===== config.mk =====
export PLATFORM = sky130hd
export DESIGN_NAME = mdma_desc_req_fifo_ctl_flat
export DESIGN_NICKNAME = d
export VERILOG_FILES = /design/src/rtl/mdma_desc_fifo_pkg.sv /design/src/rtl/mdma_48bx512_48bwe_ram_if.sv /design/src/rtl/mdma_desc_fifo_ostage.sv /design/src/rtl/mdma_desc_req_fifo_ctl.sv /design/src/flat_wrapper.sv
export SDC_FILE = /design/constraint.sdc
export NUM_CORES = 1
export LEC_CHECK = 0
export CAP_MARGIN = 10
export CORE_MARGIN = 3
export CORE_UTILIZATION = 60
export DETAILED_ROUTE_END_ITERATION = 7
export DONT_BUFFER_PORTS = 1
export PLACE_DENSITY = 0.74
export SYNTH_ARGS = -nofsm -noshare
export SYNTH_HDL_FRONTEND = slang
export SYNTH_SLANG_ARGS = --single-unit

===== constraint.sdc =====
create_clock -name clk -period 9.15 [get_ports clk]
set_input_delay 1.83 -clock clk [delete_from_list [all_inputs] [get_ports clk]]
set_output_delay 1.83 -clock clk [all_outputs]
set_load 0.01 [all_outputs]

===== src/rtl/mdma_desc_fifo_pkg.sv =====
// Shared constants and types for the descriptor-request FIFO controller and its output stage.
package mdma_desc_fifo_pkg;

   localparam int unsigned WR_ENG_FIFO_DEPTH           = 512;
   localparam int unsigned DESC_REQ_FIFO_RAM_DATA_BITS = 48;
   localparam int unsigned PTR_W                       = $clog2(WR_ENG_FIFO_DEPTH) + 1;

   // MSB is the wrap bit; low bits index the RAM.
   typedef logic [PTR_W-1:0] ptr_t;

   typedef struct packed {
      logic [DESC_REQ_FIFO_RAM_DATA_BITS-1:0] dat;
      logic                                   sbe;
      logic                                   dbe;
   } ost_entry_t;

endpackage


===== src/rtl/mdma_48bx512_48bwe_ram_if.sv =====
// Port bundle between the descriptor-request FIFO controller (m) and its 48b x 512 RAM (s).
interface mdma_48bx512_48bwe_ram_if #(
   parameter int unsigned AW = 9,
   parameter int unsigned DW = 48
);
   logic [AW-1:0] wadr;
   logic          wen;
   logic [DW-1:0] wdat;
   logic          ren;
   logic [AW-1:0] radr;
   logic [DW-1:0] rdat;
   logic          rsbe;
   logic          rdbe;

   modport m (output wadr, wen, wdat, ren, radr, input rdat, rsbe, rdbe);
   modport s (input wadr, wen, wdat, ren, radr, output rdat, rsbe, rdbe);
endinterface


===== src/rtl/mdma_desc_fifo_ostage.sv =====
// Small register FIFO holding RAM returns ahead of the pop port. A return arriving while the
// stage is empty and the consumer is ready passes straight through without occupying a slot.
module mdma_desc_fifo_ostage
   import mdma_desc_fifo_pkg::*;
#(
   parameter int unsigned  OST_D = 2,
   localparam int unsigned OCC_W = $clog2(OST_D + 1)
) (
   input  logic             clk,
   input  logic             rst_n,
   input  logic             clr,
   input  logic             in_vld,
   input  ost_entry_t       in_ent,
   output logic             out_vld,
   input  logic             out_rdy,
   output ost_entry_t       out_ent,
   output logic [OCC_W-1:0] occ
);

   localparam int unsigned         IDX_W    = (OST_D > 1) ? $clog2(OST_D) : 1;
   localparam logic [IDX_W-1:0]    LAST_IDX = IDX_W'(OST_D - 1);
   localparam logic [OCC_W-1:0]    FULL_OCC = OCC_W'(OST_D);

   ost_entry_t       mem_q [OST_D];
   logic [IDX_W-1:0] wr_idx_q, rd_idx_q;
   logic [OCC_W-1:0] occ_q;
   logic             empty, bypass, wr_en, rd_en;

   function automatic logic [IDX_W-1:0] nxt_idx(input logic [IDX_W-1:0] idx);
      return (idx == LAST_IDX) ? '0 : idx + IDX_W'(1);
   endfunction

   always_comb begin
      empty   = (occ_q == '0);
      out_vld = !empty || in_vld;
      out_ent = empty ? in_ent : mem_q[rd_idx_q];
      bypass  = empty && in_vld && out_rdy;
      wr_en   = in_vld && !bypass && !clr;
      rd_en   = !empty && out_rdy;
   end

   always_ff @(posedge clk or negedge rst_n) begin
      if (!rst_n) begin
         wr_idx_q <= '0;
         rd_idx_q <= '0;
         occ_q    <= '0;
      end else if (clr) begin
         wr_idx_q <= '0;
         rd_idx_q <= '0;
         occ_q    <= '0;
      end else begin
         if (wr_en) wr_idx_q <= nxt_idx(wr_idx_q);
         if (rd_en) rd_idx_q <= nxt_idx(rd_idx_q);
         occ_q <= occ_q + OCC_W'(wr_en) - OCC_W'(rd_en);
      end
   end

   always_ff @(posedge clk) begin
      if (wr_en) mem_q[wr_idx_q] <= in_ent;
   end

   assign occ = occ_q;

   a_no_overflow: assert property (@(posedge clk) disable iff (!rst_n)
      wr_en |-> (occ_q < FULL_OCC));

endmodule


===== src/rtl/mdma_desc_req_fifo_ctl.sv =====
// Sequences the descriptor-request RAM as a FIFO: push stream -> RAM writes, RAM reads ->
// prefetched pop stream, with occupancy tracking and ECC error reporting.
module mdma_desc_req_fifo_ctl
   import mdma_desc_fifo_pkg::*;
#(
   parameter int unsigned  DEPTH  = WR_ENG_FIFO_DEPTH,
   parameter int unsigned  DATA_W = DESC_REQ_FIFO_RAM_DATA_BITS,
   parameter int unsigned  RD_LAT = 1,
   localparam int unsigned OST_D  = RD_LAT + 1,
   localparam int unsigned AW     = $clog2(DEPTH),
   localparam int unsigned CW     = $clog2(DEPTH) + 2
) (
   input  logic                 clk,
   input  logic                 rst_n,
   input  logic                 flush,
   input  logic                 in_vld,
   output logic                 in_rdy,
   input  logic [DATA_W-1:0]    in_dat,
   output logic                 out_vld,
   input  logic                 out_rdy,
   output logic [DATA_W-1:0]    out_dat,
   output logic                 out_sbe,
   output logic                 out_dbe,
   output logic [CW-1:0]        count,
   mdma_48bx512_48bwe_ram_if.m  ram,
   output logic                 err_dbe,
   output logic [15:0]          sbe_cnt
);

   localparam int unsigned      OCC_W     = $clog2(OST_D + 1);
   localparam logic [AW:0]      DEPTH_CNT = (AW + 1)'(DEPTH);
   localparam logic [OCC_W:0]   OST_SLOTS = (OCC_W + 1)'(OST_D);

   logic [AW:0]       wptr_q, rptr_q, ram_cnt;
   logic              rdy_en_q;
   logic              full, push, ren, pop, ret_vld;
   logic [RD_LAT-1:0] infl_q, infl_d;
   logic [OCC_W-1:0]  ost_occ, infl_cnt;
   logic [OCC_W:0]    used;
   ost_entry_t        ret_ent, head;
   logic [CW-1:0]     count_q, count_d;
   logic              err_dbe_q;
   logic [15:0]       sbe_cnt_q;

   always_comb begin
      ram_cnt = wptr_q - rptr_q;
      full    = (ram_cnt == DEPTH_CNT);
      // rdy_en_q holds in_rdy low through reset and releases it one cycle after.
      in_rdy  = rdy_en_q && !full && !flush;
      push    = in_vld && in_rdy;

      infl_cnt = '0;
      for (int i = 0; i < RD_LAT; i++) infl_cnt = infl_cnt + OCC_W'(infl_q[i]);
      used = {1'b0, ost_occ} + {1'b0, infl_cnt};

      // ram_cnt excludes this cycle's push, so a word is never read in the cycle it is written.
      ren = (ram_cnt != '0) && (used < OST_SLOTS) && !flush;

      infl_d    = '0;
      infl_d[0] = ren;
      for (int i = 1; i < RD_LAT; i++) infl_d[i] = infl_q[i-1];
      if (flush) infl_d = '0;

      ret_vld = infl_q[RD_LAT-1] && !flush;
      ret_ent = '{dat: ram.rdat, sbe: ram.rsbe, dbe: ram.rdbe};
   end

   assign ram.wen  = push;
   assign ram.wadr = wptr_q[AW-1:0];
   assign ram.wdat = in_dat;
   assign ram.ren  = ren;
   assign ram.radr = rptr_q[AW-1:0];

   mdma_desc_fifo_ostage #(
      .OST_D (OST_D)
   ) u_ostage (
      .clk     (clk),
      .rst_n   (rst_n),
      .clr     (flush),
      .in_vld  (ret_vld),
      .in_ent  (ret_ent),
      .out_vld (out_vld),
      .out_rdy (out_rdy),
      .out_ent (head),
      .occ     (ost_occ)
   );

   assign out_dat = head.dat;
   assign out_sbe = head.sbe;
   assign out_dbe = head.dbe;
   assign pop     = out_vld && out_rdy;

   always_comb begin
      count_d = count_q;
      unique case ({push, pop})
         2'b10:   count_d = count_q + CW'(1);
         2'b01:   count_d = count_q - CW'(1);
         default: count_d = count_q;
      endcase
      if (flush) count_d = '0;
   end

   always_ff @(posedge clk or negedge rst_n) begin
      if (!rst_n) begin
         rdy_en_q  <= 1'b0;
         wptr_q    <= '0;
         rptr_q    <= '0;
         infl_q    <= '0;
         count_q   <= '0;
         err_dbe_q <= 1'b0;
         sbe_cnt_q <= '0;
      end else begin
         rdy_en_q <= 1'b1;
         if (flush) begin
            wptr_q <= '0;
            rptr_q <= '0;
         end else begin
            if (push) wptr_q <= wptr_q + (AW + 1)'(1);
            if (ren)  rptr_q <= rptr_q + (AW + 1)'(1);
         end
         infl_q  <= infl_d;
         count_q <= count_d;
         // Error status survives flush; only reset clears it.
         if (pop && head.dbe) err_dbe_q <= 1'b1;
         if (pop && head.sbe && (sbe_cnt_q != 16'hFFFF)) sbe_cnt_q <= sbe_cnt_q + 16'd1;
      end
   end

   assign count   = count_q;
   assign err_dbe = err_dbe_q;
   assign sbe_cnt = sbe_cnt_q;

   a_no_wen_full: assert property (@(posedge clk) disable iff (!rst_n)
      ram.wen |-> !full);
   a_no_ren_empty: assert property (@(posedge clk) disable iff (!rst_n)
      ram.ren |-> (ram_cnt != '0));

endmodule


===== src/flat_wrapper.sv =====
// flat-port wrapper written by rule: the top's interface ports become plain ports
module mdma_desc_req_fifo_ctl_flat import mdma_desc_fifo_pkg::*;
#(
   parameter int unsigned  DEPTH  = WR_ENG_FIFO_DEPTH,
   parameter int unsigned  DATA_W = DESC_REQ_FIFO_RAM_DATA_BITS,
   parameter int unsigned  RD_LAT = 1,
   localparam int unsigned OST_D  = RD_LAT + 1,
   localparam int unsigned AW     = $clog2(DEPTH),
   localparam int unsigned CW     = $clog2(DEPTH) + 2
)
  (clk, rst_n, flush, in_vld, in_rdy, in_dat, out_vld, out_rdy, out_dat, out_sbe, out_dbe, count, err_dbe, sbe_cnt, ram_wadr, ram_wen, ram_wdat, ram_ren, ram_radr, ram_rdat, ram_rsbe, ram_rdbe);
  mdma_48bx512_48bwe_ram_if #(.AW((9)), .DW((48))) ram_i ();
  input  logic clk;
  input  logic rst_n;
  input  logic flush;
  input  logic in_vld;
  output logic in_rdy;
  input  logic [DATA_W-1:0] in_dat;
  output logic out_vld;
  input  logic out_rdy;
  output logic [DATA_W-1:0] out_dat;
  output logic out_sbe;
  output logic out_dbe;
  output logic [CW-1:0] count;
  output logic err_dbe;
  output logic [15:0] sbe_cnt;
  output wire logic [$bits(ram_i.wadr)-1:0] ram_wadr;
  output wire logic [$bits(ram_i.wen)-1:0] ram_wen;
  output wire logic [$bits(ram_i.wdat)-1:0] ram_wdat;
  output wire logic [$bits(ram_i.ren)-1:0] ram_ren;
  output wire logic [$bits(ram_i.radr)-1:0] ram_radr;
  input wire logic [$bits(ram_i.rdat)-1:0] ram_rdat;
  input wire logic [$bits(ram_i.rsbe)-1:0] ram_rsbe;
  input wire logic [$bits(ram_i.rdbe)-1:0] ram_rdbe;
  assign ram_wadr = ram_i.wadr;
  assign ram_wen = ram_i.wen;
  assign ram_wdat = ram_i.wdat;
  assign ram_ren = ram_i.ren;
  assign ram_radr = ram_i.radr;
  assign ram_i.rdat = ram_rdat;
  assign ram_i.rsbe = ram_rsbe;
  assign ram_i.rdbe = ram_rdbe;
  mdma_desc_req_fifo_ctl #(.DEPTH(DEPTH), .DATA_W(DATA_W), .RD_LAT(RD_LAT)) u_core (.clk(clk), .rst_n(rst_n), .flush(flush), .in_vld(in_vld), .in_rdy(in_rdy), .in_dat(in_dat), .out_vld(out_vld), .out_rdy(out_rdy), .out_dat(out_dat), .out_sbe(out_sbe), .out_dbe(out_dbe), .count(count), .ram(ram_i), .err_dbe(err_dbe), .sbe_cnt(sbe_cnt));
endmodule

==> results.sh, run 1 <==
export IMPL_cts_max_level=4
export IMPL_r2r_start="u_core.rptr_q[4]"
export IMPL_slew_violations=0
export IMPL_cts_root_buf="clkbuf_16"
export IMPL_drive_above_1_share=0.106
export IMPL_ctsHoldBuffers=0
export IMPL_clk_path_buf_depth=2
export IMPL_switchingPower_mw=0.949
export IMPL_gp_congestion=0.836
export IMPL_worstHoldPathCells=2
export IMPL_cts_resized_gates=0
export IMPL_drt_total_wl_um=14700
export IMPL_grtUsageMet3=0.0775
export IMPL_worstSetupEndpointType="register"
export IMPL_cts_sinks=154
export IMPL_wl_per_cell_um=18.3
export IMPL_worstPathRequired_ns=9.48
export IMPL_io_pins=251
export IMPL_r2r_end="u_core.count[9]"
export IMPL_synth_adder_area_share=0.0384
export IMPL_synth_top_family_by_area="simple AND/OR/NAND/NOR gates"
export IMPL_power_density_nw_per_um2=304
export IMPL_grt_use_total=0.200
export IMPL_syn_to_final_growth_pct=3.06
export IMPL_crit_arrival_ns=5.30
export IMPL_antenna_found_initial=0
export IMPL_avgSynthCellArea_sq_um=11.6
export IMPL_num_antenna_cells=0
export IMPL_power_frac_seq=0.367
export IMPL_placed_area_sq_um=7660
export IMPL_portBuffers=0
export IMPL_synth_edff_count=100
export IMPL_final_core_util=0.644
export IMPL_ys_seq_elements=154
export IMPL_netlist_area_sq_um=8020
export IMPL_setup_violations=0
export IMPL_nets=749
export IMPL_ir_worst_vdd_uv=141
export IMPL_comb_power_share=0.353
export IMPL_grt_use_met2=0.312
export IMPL_start_kind="register"
export IMPL_top_usage_layer="met2"
export IMPL_whs_endpoint="u_core.u_ostage.rd_idx_q"
export IMPL_vias=4696
export IMPL_dp_hpwl_um=10100
export IMPL_rows=41
export IMPL_grt_pass1_wl_um=23100
export IMPL_swShare=0.377
export IMPL_final_period_utilization=0.543
export IMPL_power_leakage_nw=3.13
export IMPL_finalInstanceArea_sq_um=8270
export IMPL_start_util=0.625
export IMPL_skew_ns=0.00645
export IMPL_dieArea_sq_um=14800
export IMPL_min_delay_start="u_core.u_ostage.rd_idx_q"
export IMPL_cp_max_fo=9
export IMPL_synth_top_cell_area_share=0.374
export IMPL_gr_usage_met1=0.248
export IMPL_synth_distinct_cells=57
export IMPL_grt_max_degree=76
export IMPL_r2r_cells=18
export IMPL_fmax_mhz=201
export IMPL_internal_power_mw=1.56
export IMPL_slew_headroom=0.429
export IMPL_rsz0062_at_grt="false"
export IMPL_power_mw=2.51
export IMPL_fin_setup_tns_ns=0
export IMPL_power_frac_clock=0.279
export IMPL_critical_path_class="register to register"
export IMPL_core_sq_um=12800
export IMPL_cp_startpoint="u_core.rptr_q[4]"
export IMPL_grt_pass1_vias=4665
export IMPL_yosys_warnings=0
export IMPL_synth_compound_area_share=0.0938
export IMPL_post_route_drc_count=0
export IMPL_first_pass_iters=4
export IMPL_min_period_ns=4.97
export IMPL_synthXorXnorAreaFrac=0.0526
export IMPL_drv_cap=0
export IMPL_cts_tree="done"
export IMPL_fillers=1020
export IMPL_min_path_type="register to register"
export IMPL_ff2ff_setup_slack_ns=4.18
export IMPL_syn_nets=820
export IMPL_viasPerCell=5.82
export IMPL_yosysTopAreaCell="edfxtp_1"
export IMPL_grt_overflow_total=0
export IMPL_synth_cells=693
export IMPL_drt_iter0_markers=378
export IMPL_tightest_slew_ns=0.857
export IMPL_die_w_um=122
export IMPL_cts_made_buffers=17
export IMPL_synth_async_reset_ratio=0.351
export IMPL_seq_area_frac_synth=0.543
export IMPL_final_antenna_net_count=0
export IMPL_cts_setup_buffers=0
export IMPL_final_hold_violation_count=0
export IMPL_synthMuxAreaShare=0.0682
export IMPL_clkTransAtPathRegs_ns=0.06
export IMPL_hold_ws_ns=0.543
export IMPL_synth_most_common_cell="edfxtp_1"
export IMPL_insertion_delay_ns=0.42
export IMPL_synth_ff_type="edfxtp_1"
export IMPL_outcome="completed"
export IMPL_ys_top_cells_by_area="edfxtp_1, dfrtp_1, mux2i_1"
export IMPL_synthSimpleGateAreaFrac=0.117
export IMPL_die_h_um=122
export IMPL_synth_common_cells="edfxtp_1, nand2_1, buf_4"
flip-flops by register name, indices dropped and copies added, names as in the netlist:
name,count
u_core.sbe_cnt,16
u_core.err_dbe,1
u_core.rdy_en_q,1
u_core.u_ostage.rd_idx_q,1
u_core.rptr_q,10
u_core.u_ostage.occ,2
u_core.u_ostage.wr_idx_q,1
u_core.count,11
u_core.wptr_q,10
u_core.u_ostage.mem_q,100
u_core.infl_q,1
worst max-delay path, cell delays in order, from the launching register on:
cell and delay [ns]:
dfrtp_1 0.45, inv_1 0.12, ha_1 0.37, nand2_1 0.11, a211oi_2 0.30, nor2_1 0.12
o221a_2 0.33, a41oi_2 0.39, and2_1 0.39, nand2b_1 0.20, inv_1 0.18, ha_1 0.32
a21o_1 0.17, a21oi_1 0.22, o21ai_0 0.16, o41ai_1 0.42, o21ai_0 0.21, xnor2_1 0.17
a211oi_2 0.21
through the flow:
step	cells	setup slack, ns
after floorplan	693	4.42
after global placement	775	4.20
after detailed placement	775	4.07
after CTS	807	4.18
after global routing	807	3.82
final	807	4.18
power by group through the flow:
stage	logic (mW)	clock network [mW]	registers (mW)
finish	0.888	0.702	0.923
global route	0.983	0.745	0.937
CTS	0.898	0.715	0.925
detailed placement	0.894	0	0.938
global placement	0.871	0	0.934
floorplan	0.790	0	0.913
placed cells by master (no fill, tap or decap), types with 2 or more instances in the layout:
master,n
mux2i_1,52
a21oi_1,12
edfxtp_1,100
dfrtp_1,53
clkinv_1,2
xnor2_1,26
nor2b_1,8
nor4_1,2
o211ai_1,2
a21o_1,6
or3_1,4
clkinv_4,4
a211o_1,3
and4_1,2
o41a_1,2
nand4_1,9
nand2b_1,8
o21ai_1,2
nor3_2,9
nor3_1,8
bufinv_16,3
buf_4,4
nor2_4,3
nand3_1,10
clkbuf_16,17
nor3b_1,2
nor2_1,35
a211oi_2,10
clkinvlp_4,2
and2_1,3
o21ai_0,62
nand2_1,78
and3_1,4
inv_1,18
ha_1,23
xor2_1,19
per-layer routing:
layer | up-vias | part of all wire
li1 | 2254 | -
met1 | 2203 | 0.41
met2 | 191 | 0.47
met3 | 48 | 0.085
met4 | 0 | 0.028
met5 | - | 0
worst max path at each step:
stage / depth (start not counted) / endpoint / slack [ns]
2_1_floorplan: 3 / u_core.u_ostage.mem_q[0][0] / 4.42
3_3_place_gp: 13 / u_core.count[9] / 4.20
3_5_place_dp: 13 / u_core.count[9] / 4.07
4_1_cts: 18 / u_core.count[9] / 4.18
5_1_grt: 18 / u_core.count[9] / 3.82
6_report: 18 / u_core.count[9] / 4.18
kinds of logic (layout without fill, tap and decap cells):
| kind of cell | count (synthesis) | count (layout) |
|---|---|---|
| AOI/OAI and AO/OA | 111 | 111 |
| xor gates and xnor gates | 46 | 46 |
| adders and majority gates | 24 | 24 |
| buffers and inverters | 112 | 54 |
| DFF | 154 | 154 |
| muxes | 54 | 54 |
| other | 1 | 1 |
| and+or+nand+nor | 191 | 191 |
layout make-up:
cell class / instances / area, sq um / share of cell area
Clock buffer: 18 / 429 / 0.0519
Clock inverter: 14 / 173 / 0.0209
Inverter: 18 / 67.6 / 0.00817
Multi-Input combinational cell: 427 / 3000 / 0.362
Sequential cell: 154 / 4360 / 0.527
Tap cell: 172 / 215 / 0.0260
Timing Repair Buffer: 4 / 30.0 / 0.00363
Power figures use the tool's default switching activity.
==> inputs of run 2 (changes only) <==
clock period = 5 ns   (was 9.15 ns; I/O delays follow)
==> run 2 against run 1 <==
Against the previous run: die area did not move; clock skew rose by 0.0056 ns; clock power rose by 70%; largest power group unchanged.
==> results.sh, run 2 (synthesis results as in run 1) <==
export IMPL_cts_made_buffers=17
export IMPL_num_antenna_cells=0
export IMPL_cp_cell_sequence="inv_1, ha_1, a21o_1, a21oi_2, nor3b_1, a211o_1, a41oi_4, and2_1, nand2b_1, inv_2, ha_1, nor2b_1, o21a_1, nor2_1, o211ai_1, a41oi_1, and3_1, nor3_1, nor3b_1"
export IMPL_skew_ns=0.0120
export IMPL_drt_iter0_markers=358
export IMPL_cp_max_fo=9
export IMPL_cts_max_level=4
export IMPL_setup_violations=0
export IMPL_drt_total_wl_um=15200
export IMPL_io_pins=251
export IMPL_fmax_mhz=219
export IMPL_largest_reg_flops=100
export IMPL_dp_hpwl_um=10300
export IMPL_worstSetupEndpointType="register"
export IMPL_fin_setup_tns_ns=0
export IMPL_rows=41
export IMPL_start_util=0.625
export IMPL_start_kind="register"
export IMPL_grt_pass1_vias=4696
export IMPL_die_h_um=122
export IMPL_grt_overflow_total=0
export IMPL_power_density_nw_per_um2=548
export IMPL_post_route_drc_count=0
export IMPL_min_period_ns=4.56
export IMPL_insertion_delay_ns=0.42
export IMPL_vias=4710
export IMPL_final_antenna_net_count=0
export IMPL_power_leakage_nw=3.12
export IMPL_tightest_slew_ns=0.924
export IMPL_final_hold_violation_count=0
export IMPL_crit_arrival_ns=4.89
export IMPL_ir_worst_vdd_uv=350
export IMPL_layout_commonest_cell="edfxtp_1"
export IMPL_outcome="completed"
export IMPL_core_sq_um=12800
export IMPL_finalInstanceArea_sq_um=8260
export IMPL_antenna_found_initial=0
export IMPL_drive_above_1_share=0.111
export IMPL_slew_violations=0
export IMPL_layout_common_cells="edfxtp_1, nand2_1, o21ai_0, dfrtp_1, mux2i_1"
export IMPL_final_period_utilization=0.912
export IMPL_syn_to_final_growth_pct=2.95
export IMPL_first_pass_iters=4
export IMPL_viasPerCell=5.82
export IMPL_worstPathRequired_ns=5.33
export IMPL_rsz0062_at_grt="false"
export IMPL_min_path_type="input pin to asynchronous set/reset pin"
export IMPL_die_w_um=122
export IMPL_nets=751
export IMPL_grt_pass1_wl_um=24200
export IMPL_clk_path_buf_depth=2
export IMPL_cts_tree="done"
export IMPL_grt_use_total=0.210
export IMPL_clkTransAtPathRegs_ns=0.06
export IMPL_cts_setup_buffers=0
export IMPL_portBuffers=0
export IMPL_slowest_stage="dfrtp_1"
export IMPL_cpPeakStageDelay_ns=0.45
export IMPL_wl_per_cell_um=18.8
export IMPL_placed_area_sq_um=7680
export IMPL_slew_headroom=0.382
export IMPL_critical_path_class="register to register"
export IMPL_grt_max_degree=103
export IMPL_drv_cap=0
export IMPL_cts_root_buf="clkbuf_16"
export IMPL_fillers=980
export IMPL_regMostFlops="u_core.u_ostage.mem_q"
export IMPL_cts_sinks=154
export IMPL_dieArea_sq_um=14800
export IMPL_gp_congestion=0.840
==> run 2: cell types whose count changed in the layout (fill, tap and decap cells not counted), moves of 2 or more <==
cell / change
clkinv_4: -3
clkinvlp_4: +3
buf_4: +2
bufinv_16: -2
==> run 2: final cells by class <==
| class | count | area, sq um | share of cell area |
|---|---|---|---|
| sequential | 154 | 4360 | 0.528 |
| multi-input combinational | 427 | 3020 | 0.366 |
| clock buffer | 18 | 429 | 0.0520 |
| tap | 172 | 215 | 0.0261 |
| clock inverter | 14 | 123 | 0.0149 |
| inverter | 18 | 67.6 | 0.00818 |
| timing repair buffer | 6 | 45.0 | 0.00546 |
==> run 2: per-stage QoR <==
stage               hold slack [ns]  worst slack, ns  power (mW)   util  std cells
global placement              0.533            0.543        3.29  0.599        777
CTS                           0.241            0.220        4.55  0.642        809
floorplan                     0.482            0.842        3.12      -        693
global route                  0.238            0.119        4.83  0.644        809
finish                        0.271            0.440        4.53  0.644        809
detailed placement            0.539            0.259        3.35  0.599        777
==> run 2: metal layers <==
metal | track usage | up-vias | wire [um]
li1 | - | 2250 | -
met1 | 0.267 | 2225 | 6350
met2 | 0.327 | 202 | 7380
met3 | 0.0771 | 33 | 1230
met4 | 0.0889 | 0 | 216
met5 | 0 | - | 0
==> run 2: timing repair <==
action / 4_1_cts / 5_1_grt
hold buffers: 0 / 0
setup endpoints to repair: 0 / 2
gates resized for setup: 0 / 4
==> run 2: critical path: cells and delay by family (launching register included) <==
kind | cells | cell delay, ns
AOI/OAI and AO/OA | 7 | 1.59
and+or+nand+nor | 8 | 1.51
adders and majority gates | 2 | 0.68
DFF | 1 | 0.45
buffers and inverters | 2 | 0.27
==> run 2: report_power, final <==
group          switching (mW)  total, mW  internal, mW
clock network           0.504       1.19         0.684
logic                    1.07       1.63         0.551
registers               0.179       1.71          1.53
==> run 2: worst paths after layout <==
kind,cells past startpoint,start,slack [ns],endpoint
max,19,u_core.rptr_q[6],0.44,u_core.count[10]
min,0,rst_n,0.27,u_core.count[5]
max reg2reg,19,u_core.rptr_q[6],0.44,u_core.count[10]
min reg2reg,1,u_core.err_dbe,0.54,u_core.err_dbe
max in group asynchronous,0,rst_n,4.62,u_core.u_ostage.rd_idx_q
min in group clk,1,u_core.err_dbe,0.54,u_core.err_dbe
